File: src/rtl/mod997_pkg.sv
// Shared constants and types for the mod-997 serial multiplier datapath.
package mod997_pkg;

   localparam int unsigned MOD   = 997;
   localparam int unsigned RES_W = 10;
   localparam int unsigned DIG_W = 3;
   localparam int unsigned N_DIG = 4;
   localparam int unsigned SUM_W = 14;
   localparam int unsigned OPB_W = DIG_W * N_DIG;
   localparam int unsigned K_W   = 2;

   localparam logic [RES_W-1:0] MOD_R = 10'd997;
   localparam logic [SUM_W-1:0] MOD_S = 14'd997;

   typedef enum logic [1:0] {
      IDLE = 2'd0,
      RUN  = 2'd1,
      DONE = 2'd2
   } state_t;

   function automatic logic [DIG_W-1:0] digit_at(input logic [OPB_W-1:0] b,
                                                 input logic [K_W-1:0]   k);
      return b[k*DIG_W +: DIG_W];
   endfunction

   function automatic logic is_illegal(input logic [RES_W-1:0] v);
      return v >= MOD_R;
   endfunction

endpackage

File: src/rtl/mod997_serial_mult_if.sv
// Operand/result handshake bundle for the mod-997 serial multiplier.
interface mod997_serial_mult_if;
   import mod997_pkg::*;

   logic             in_valid;
   logic             in_ready;
   logic [RES_W-1:0] a;
   logic [RES_W-1:0] b;
   logic             out_valid;
   logic             out_ready;
   logic [RES_W-1:0] z;
   logic             err;

   modport master (
      output in_valid, a, b, out_ready,
      input  in_ready, out_valid, z, err
   );

   modport slave (
      input  in_valid, a, b, out_ready,
      output in_ready, out_valid, z, err
   );

endinterface

File: src/rtl/mod997_reduce.sv
// Combinational s mod 997 for s < 14957 (one Horner step's worst-case sum).
module mod997_reduce
   import mod997_pkg::*;
(
   input  logic [SUM_W-1:0] s_i,
   output logic [RES_W-1:0] r_o
);

   logic [SUM_W-RES_W-1:0] q;
   logic [SUM_W-1:0]       qm;
   logic [SUM_W-1:0]       r1;
   logic [SUM_W-1:0]       r2;

   // s/1024 trails s/997 by under 0.4 over this range, so the quotient is short by at most one.
   assign q  = s_i[SUM_W-1:RES_W];
   assign qm = SUM_W'(q) * MOD_S;
   assign r1 = s_i - qm;
   assign r2 = (r1 >= MOD_S) ? (r1 - MOD_S) : r1;
   assign r_o = RES_W'(r2);

endmodule

File: src/rtl/mod997_serial_mult.sv
// a*b mod 997 via Horner over 3-bit digits of b, MSB first, one digit per cycle.
module mod997_serial_mult
   import mod997_pkg::*;
(
   input  logic                clk,
   input  logic                rst_n,
   mod997_serial_mult_if.slave bus
);

   state_t           state_q, state_d;
   logic [RES_W-1:0] a_q, a_d;
   logic [OPB_W-1:0] b_q, b_d;
   logic [RES_W-1:0] acc_q, acc_d;
   logic [K_W-1:0]   k_q, k_d;
   logic             err_q, err_d;
   logic [RES_W-1:0] z_q, z_d;

   logic [DIG_W-1:0] dig;
   logic [SUM_W-1:0] sum;
   logic [RES_W-1:0] red;

   assign dig = digit_at(b_q, k_q);
   assign sum = SUM_W'({acc_q, 3'b000}) + SUM_W'(dig) * SUM_W'(a_q);

   mod997_reduce u_reduce (
      .s_i (sum),
      .r_o (red)
   );

   always_ff @(posedge clk or negedge rst_n) begin
      if (!rst_n) begin
         state_q <= IDLE;
         a_q     <= '0;
         b_q     <= '0;
         acc_q   <= '0;
         k_q     <= '0;
         err_q   <= 1'b0;
         z_q     <= '0;
      end else begin
         state_q <= state_d;
         a_q     <= a_d;
         b_q     <= b_d;
         acc_q   <= acc_d;
         k_q     <= k_d;
         err_q   <= err_d;
         z_q     <= z_d;
      end
   end

   always_comb begin
      state_d = state_q;
      a_d     = a_q;
      b_d     = b_q;
      acc_d   = acc_q;
      k_d     = k_q;
      err_d   = err_q;
      z_d     = z_q;
      case (state_q)
         IDLE: begin
            if (bus.in_valid) begin
               state_d = RUN;
               a_d     = bus.a;
               b_d     = OPB_W'(bus.b);
               acc_d   = '0;
               k_d     = K_W'(N_DIG - 1);
               err_d   = is_illegal(bus.a) | is_illegal(bus.b);
               z_d     = '0;
            end
         end
         RUN: begin
            acc_d = red;
            k_d   = k_q - K_W'(1);
            // Illegal operands still run the full sequence; only the result is masked.
            if (k_q == '0) begin
               state_d = DONE;
               z_d     = err_q ? '0 : red;
            end
         end
         DONE: begin
            if (bus.out_ready) state_d = IDLE;
         end
         default: state_d = IDLE;
      endcase
   end

   assign bus.in_ready  = (state_q == IDLE);
   assign bus.out_valid = (state_q == DONE);
   assign bus.z         = z_q;
   assign bus.err       = err_q & (state_q == DONE);

   a_hold_stable: assert property (@(posedge clk) disable iff (!rst_n)
      bus.out_valid && !bus.out_ready |=> bus.out_valid && $stable(bus.z) && $stable(bus.err));

   a_acc_in_range: assert property (@(posedge clk) disable iff (!rst_n)
      acc_q < MOD_R);

endmodule

File: src/flat_wrapper.sv
// flat-port wrapper written by rule: the top's interface ports become plain ports
module mod997_serial_mult_flat import mod997_pkg::*;
  (clk, rst_n, bus_in_valid, bus_a, bus_b, bus_out_ready, bus_in_ready, bus_out_valid, bus_z, bus_err);
  mod997_serial_mult_if bus_i ();
  input  logic clk;
  input  logic rst_n;
  input wire logic [$bits(bus_i.in_valid)-1:0] bus_in_valid;
  input wire logic [$bits(bus_i.a)-1:0] bus_a;
  input wire logic [$bits(bus_i.b)-1:0] bus_b;
  input wire logic [$bits(bus_i.out_ready)-1:0] bus_out_ready;
  output wire logic [$bits(bus_i.in_ready)-1:0] bus_in_ready;
  output wire logic [$bits(bus_i.out_valid)-1:0] bus_out_valid;
  output wire logic [$bits(bus_i.z)-1:0] bus_z;
  output wire logic [$bits(bus_i.err)-1:0] bus_err;
  assign bus_i.in_valid = bus_in_valid;
  assign bus_i.a = bus_a;
  assign bus_i.b = bus_b;
  assign bus_i.out_ready = bus_out_ready;
  assign bus_in_ready = bus_i.in_ready;
  assign bus_out_valid = bus_i.out_valid;
  assign bus_z = bus_i.z;
  assign bus_err = bus_i.err;
  mod997_serial_mult u_core (.clk(clk), .rst_n(rst_n), .bus(bus_i));
endmodule
File: config.mk
export PLATFORM = sky130hd
export DESIGN_NAME = mod997_serial_mult_flat
export DESIGN_NICKNAME = d
export VERILOG_FILES = /design/src/rtl/mod997_pkg.sv /design/src/rtl/mod997_serial_mult_if.sv /design/src/rtl/mod997_reduce.sv /design/src/rtl/mod997_serial_mult.sv /design/src/flat_wrapper.sv
export SDC_FILE = /design/constraint.sdc
export NUM_CORES = 1
export LEC_CHECK = 0
export BUFFER_PORTS_ARGS = -buffer_cell sky130_fd_sc_hd__clkbuf_2
export CAP_MARGIN = 20
export CORE_MARGIN = 3
export CORE_UTILIZATION = 58
export CTS_BUF_LIST = sky130_fd_sc_hd__clkbuf_4 sky130_fd_sc_hd__clkbuf_8
export DETAILED_ROUTE_END_ITERATION = 8
export PLACE_DENSITY = 0.77
export SLEW_MARGIN = 20
export SYNTH_ARGS = -nofsm -noshare
export SYNTH_HDL_FRONTEND = slang
export SYNTH_SLANG_ARGS = --single-unit
File: constraint.sdc
create_clock -name clk -period 9.3 [get_ports clk]
set_input_delay 0 -clock clk [delete_from_list [all_inputs] [get_ports clk]]
set_output_delay 0 -clock clk [all_outputs]
set_load 0.02 [all_outputs]
# Word-level counts from Yosys, hierarchy flattened

Cells that the tools add are included.

Add/subtract/negate cells: 4
Multipliers: 3
$lt $le $gt $ge: 3
Eq/ne operators: 5
Shifts and indexed selects: 1
Multiplexer cells: 12
Bitwise operators: 2
Reduce and logical (&&, ||, !) cells: 7

Operators with widths:

| operator                                                                 | number |
|---|---|
| 10-bit 2-to-1 mux                                                        | 4 |
| 10-bit case mux with 2 select lines                                      | 2 |
| 10-bit >= comparator (second input constant)                             | 2 |
| 13-bit by 13-bit adder with 14-bit output                                | 1 |
| 14-bit by 10-bit >= comparator with 1-bit output (second input constant) | 1 |
| 4-bit by 10-bit multiplier with 14-bit output (second input constant)    | 1 |
| 14-bit subtractor                                                        | 1 |
| 3-bit by 10-bit multiplier with 13-bit output                            | 1 |
| 12-bit by 5-bit indexed part select with 3-bit output                    | 1 |
| 10-bit subtractor (second input constant)                                | 1 |
| 2-bit 2-to-1 mux                                                         | 4 |
| 2-bit case mux with 3 select lines                                       | 1 |
| 3-bit AND reduction                                                      | 2 |
| 2-bit zero test                                                          | 2 |
| 2-bit by 2-bit multiplier with 4-bit output (second input constant)      | 1 |
| 2-bit inequality test (second input constant)                            | 2 |
| 2-bit case mux with 2 select lines                                       | 1 |
| 2-bit AND reduction                                                      | 2 |
| 2-bit by 1-bit equality test with 1-bit output (second input constant)   | 1 |
| 2-bit equality test (second input constant)                              | 1 |
| 2-bit by 1-bit inequality test with 1-bit output (second input constant) | 1 |
| 2-bit nonzero test                                                       | 1 |
| 2-bit by 1-bit subtractor with 2-bit output (second input constant)      | 1 |
| 1-bit bitwise AND                                                        | 1 |
| 1-bit bitwise OR                                                         | 1 |

Register bits: 45
Output and inout port bits: 13

# Longest topological paths before layout

Depth in word-level cells: 11
Mapped depth: 37

# Modules after synthesis

From an unflattened synthesis, not the netlist that was laid out.

Cells, all modules: 501
Area total of the unflattened synthesis: 4615.7 um2

Modules (own cells, without submodules):

| module             | instances | cells each | area each (um2) | seq. area each (um2) |
|---|---|---|---|---|
| mod997_serial_mult | 1         | 304        | 3010.4          | 1126.1 |
| mod997_reduce      | 1         | 197        | 1605.3          | 0.0 |

# Worst setup path after synthesis

OpenSTA, ideal clock, no wires.

Kind: register to register
Start: register u_core.k_q[0]
End: register u_core.z_q[0] (netlist: u_core.bus.z[0])
Setup time: 126 ps
Arrival time: 7916 ps
Setup slack: 1257 ps
Cell stages (with the launch flop): 33
Path buffers: 0
Clock period less this slack: 8043 ps
Cells stage by stage: dfrtp_1 > mux4_2 > and2_1 > fa_1 > inv_1 > fa_1 > inv_1 > ha_1 > inv_1 > fa_1 > nor2b_1 > o21ai_0 > a21boi_0 > o21ai_0 > a21boi_0 > o21ai_0 > nand2_1 > a31o_2 > fa_1 > inv_1 > fa_1 > inv_1 > fa_1 > inv_1 > ha_1 > a21o_1 > a21oi_1 > nand2_1 > o31ai_1 > mux2i_1 > a2bb2oi_2 > nand2_1 > a221o_1

Word-level cells in the longest chain between the ends: 11
Elaborated cells on any way between the ends: 15
Classes of those cells: add/sub (3); mul (3); order compare (1); eq/ne (1); shift (1); mux (4); reduce/logical (2)

Ends and longest elaborated chain:

| element                                                                               | RTL line                 | source |
|---|---|---|
| start, declared                                                                       | mod997_serial_mult.sv:14 | `logic [K_W-1:0] k_q, k_d;` |
| start signal, assigned                                                                | mod997_serial_mult.sv:44 | `k_q <= k_d;` |
| 2-bit by 2-bit multiplier with 4-bit output                                           | mod997_pkg.sv:23         | `return b[k*DIG_W +: DIG_W];` |
| 12-bit by 5-bit indexed part select with 3-bit output                                 | mod997_pkg.sv:23         |  |
| 3-bit by 10-bit multiplier with 13-bit output                                         | mod997_serial_mult.sv:23 | `assign sum = SUM_W'({acc_q, 3'b000}) + SUM_W'(dig) * SUM_W'(a_q);` |
| 13-bit by 13-bit adder with 14-bit output                                             | mod997_serial_mult.sv:23 |  |
| 4-bit by 10-bit multiplier with 14-bit output                                         | mod997_reduce.sv:16      | `assign qm = SUM_W'(q) * MOD_S;` |
| 14-bit subtractor                                                                     | mod997_reduce.sv:17      | `assign r1 = s_i - qm;` |
| 14-bit by 10-bit >= comparator with 1-bit output or 10-bit subtractor (tied branches) | mod997_reduce.sv:18      | `assign r2 = (r1 >= MOD_S) ? (r1 - MOD_S) : r1;` |
| 10-bit 2-to-1 mux                                                                     | mod997_reduce.sv:18      |  |
| 10-bit 2-to-1 mux                                                                     | mod997_serial_mult.sv:76 | `z_d = err_q ? '0 : red;` |
| 10-bit 2-to-1 mux                                                                     | mod997_serial_mult.sv:74 | `if (k_q == '0) begin` |
| 10-bit case mux with 2 select lines                                                   | mod997_serial_mult.sv:58 | `case (state_q)` |
| end signal, assigned                                                                  | mod997_serial_mult.sv:46 | `z_q <= z_d;` |
| end, declared                                                                         | mod997_serial_mult.sv:16 | `logic [RES_W-1:0] z_q, z_d;` |

Parallel ways exist; a longest one is shown, timed or not. The select of a mux whose other input is x is not followed.
A chain may end at the register's enable or synchronous reset.

# Worst setup path in the final report

Ends and elaborated chain as after synthesis.

==> metrics.md <==
| Metric | Value |
|---|---|
| Routed wire per std cell | `16.3 um` |
| Critical Path Slowest Stage Cell | `mux4_2` |
| Dpl hpwl | `9610 um` |
| Initial Util | `59.9%` |
| Async S/R FF share, synth | `100%` |
| Arr. time, crit path | `8920 ps` |
| Die W | `98.3 um` |
| Vias in the first global route | `4,420` |
| Ys Warns | `0` |
| Synth Register Bits | `45` |
| Post-placement cell count | `734` |
| Largest cells by area after synthesis | `dfrtp_1 (23%), fa_1 (13%), ha_1 (9.9%)` |
| CTS root buffer | `clkbuf_8` |
| Final setup fails | `0` |
| Max-cap violations | `0` |
| Critical path class | `flip-flop to flip-flop` |
| Clock period minus worst slack | `8740 ps` |
| Final ANT Viol Nets | `0` |
| Setup Skew | `8.58 ps` |
| Final hold vios | `0` |
| Clock Sinks | `45` |
| First-pass GRT wire length | `21,300 um` |
| Slew @ Worst Pin | `1040 ps` |
| Critical path capture point type | `flip-flop` |
| Syn_area_per_cell | `8.15 um^2` |
| Syn_nets | `701` |
| Vias | `4,498` |
| Hold WS | `316 ps` |
| CTS clk-pin slew, worst paths | `90 ps` |
| CORE AREA | `8260 um^2` |
| Drt first-iter violations | `310` |
| Synth Cell Area | `4940 um^2` |
| Total grt overflow | `0` |
| Most used DFF post-synth | `dfrtp_1` |
| CP Launch Type | `flip-flop` |
| Most area-hungry cell type in the Yosys netlist | `dfrtp_1` |
| Hold Crit Class | `primary input to async pin` |
| CTS tree | `built` |
| Period Utilization, post-route | `93.9%` |
| Final GP Congestion | `0.938` |
| Fillcell total | `683` |
| Gate Count Post-Synth | `607` |
| EDFF count, synth | `0` |
| H-tree depth | `2` |
| Register area share after synthesis | `22.8%` |
| Final #Nets | `754` |
| Num CTS Buffers | `5` |
| DRT Pass-1 Iters | `4` |
| DR DRC count | `0` |
| Critical Path Max Stage Delay | `640 ps` |
| Highest clock rate | `114 MHz` |
| Gr usage total | `26.6%` |
| Vias per inst | `5.87` |
| Largest net degree at the start of global routing | `46` |
| I/O Pins | `37` |
| Core Rows | `33` |
| Crit Path Max Fanout | `10` |
| Synth top area share | `22.8%` |
| Syn-to-layout area delta | `13.6%` |
| Outcome | `finished clean` |
| Share of cells above drive strength 1 | `11.0%` |
| Pins Over Slew Limit | `0` |
| Die ar. | `9670 um^2` |
| Total wire length | `12,500 um` |
| Die H | `98.3 um` |
| Initial antenna violation count | `0` |
| Netlist cell types | `69` |
| Slew Limit Headroom | `30.6%` |
| Most used cell, CP | `inv_1` |
| Finished Layout Cells | `766` |
| Clock latency on the worst-skew pair | `290 ps` |
| Port bufs | `36` |
| Critical Path RT | `9480 ps` |
| Inserted Diodes | `0` |
| Max Root-Sink Buffers | `2` |
## critical path, delay by kind of cell (launching register included)
family / cells / cell delay, ps
adders and majority gates: 7 / 3390
and+or+nand+nor: 5 / 650
buffers and inverters: 6 / 450
AOI/OAI and AO/OA: 9 / 2430
xor gates and xnor gates: 1 / 190
DFF: 1 / 500
muxes: 2 / 990
## path summary, 6_finish.rpt
path                                                start                     endpoint  slack (ps)  depth (start not counted)
worst min-delay path                                rst_n    u_core.a_q[6]$_DFFE_PN0P_         320                          3
worst min register to register  u_core.b_q[3]$_DFFE_PN0P_    u_core.b_q[3]$_DFFE_PN0P_         490                          2
worst max register to register  u_core.k_q[0]$_DFFE_PN0P_  u_core.bus.z[0]$_DFFE_PN0P_         560                         30
min in group clk                                 bus_a[1]    u_core.a_q[1]$_DFFE_PN0P_         450                          4
max in group asynchronous                           rst_n  u_core.acc_q[9]$_DFFE_PN0P_        8580                          3
worst max-delay path            u_core.k_q[0]$_DFFE_PN0P_  u_core.bus.z[0]$_DFFE_PN0P_         560                         30
## repair_timing
action,4_1_cts,5_1_grt
buffers inserted,0,1
resized for setup,0,9
setup endpoints to repair,0,20
endpoints found under the hold margin,67,0
hold buffers,22,0
## cells in the mapped netlist, drive strengths merged (8+ instances only)
cell type,count
nor3,25
xnor2,9
nor4,9
clkbuf,16
ha,39
dfrtp,45
nand2b,8
nand2,80
nand3,30
inv,88
o21ai,32
a21o,9
and2,31
nor2,35
fa,31
a21oi,15
nand4,10
## logic make-up (layout without fill, tap and decap cells)
family / count (synthesis) / in the layout / share of synthesized area [%]
fa+ha+maj: 70 / 70 / 22.4
mux: 5 / 5 / 1.27
compound gates: 115 / 115 / 16.9
flops: 45 / 45 / 22.8
buf+inv: 110 / 164 / 8.60
simple gates: 246 / 246 / 24.9
xor+xnor: 16 / 16 / 3.11
## cell type report
| class | instances | area (um^2) | share of cell area [%] |
|---|---|---|---|
| Sequential cell | 45 | 1130 | 20.0 |
| Clock inverter | 2 | 38.8 | 0.690 |
| Multi-Input combinational cell | 452 | 3440 | 61.3 |
| Tap cell | 105 | 131 | 2.34 |
| Timing Repair Buffer | 68 | 473 | 8.42 |
| Inverter | 88 | 330 | 5.88 |
| Clock buffer | 6 | 76.3 | 1.36 |
## per-layer routing
layer,part of all wire (%),GRT usage (%),up-vias
met2,47,43.0,138
li1,-,-,2178
met5,0,0,-
met3,4.6,2.93,29
met4,1.9,6.41,0
met1,46,38.6,2153
## metrics by stage
stage | utilization (%) | TNS, ps | setup slack (ps) | instance area, um^2
3_3_place_gp | 63.2 | 0 | 798 | 5220
6_report | 68.0 | 0 | 563 | 5620
2_1_floorplan | - | 0 | 1260 | 4940
5_1_grt | 68.0 | -50.8 | -36.7 | 5620
3_5_place_dp | 63.2 | 0 | 540 | 5220
4_1_cts | 67.3 | 0 | 469 | 5560
## sequential cells by signal (all words and copies together) (netlist names)
register        flops
u_core.a_q         10
u_core.acc_q       10
u_core.b_q         10
u_core.bus.z       10
u_core.k_q          2
u_core.state_q      2
u_core.err_q        1
## placed cells by master, fill, tap and decap left out, drive strengths merged, types with 2 or more instances in the layout
cell,synthesis,routed
a21oi,15,15
fa,31,31
a21o,9,9
nor3,25,25
a31o,2,2
buf,6,10
nand3,30,30
a21boi,2,2
o211ai,4,4
nand2b,8,8
nand2,80,80
dlygate4sd3,0,22
a22oi,2,2
a31oi,6,6
o21ai,32,32
a221oi,3,3
mux2i,4,4
o211a,2,2
o21a,5,5
xnor2,9,9
nor2b,6,6
a211o,3,3
and2,31,31
nand3b,3,3
a221o,2,2
and3,3,3
dfrtp,45,45
o31ai,4,4
nand4,10,10
xor2,6,6
a32oi,5,5
nor4,9,9
a2bb2oi,2,2
nor2,35,35
clkbuf,16,42
o311ai,2,2
ha,39,39
o31a,2,2
inv,88,88
Power is left out: the tool's default activity adds up to more than one toggle a clock period on the data nets, which glitch-free logic cannot reach.
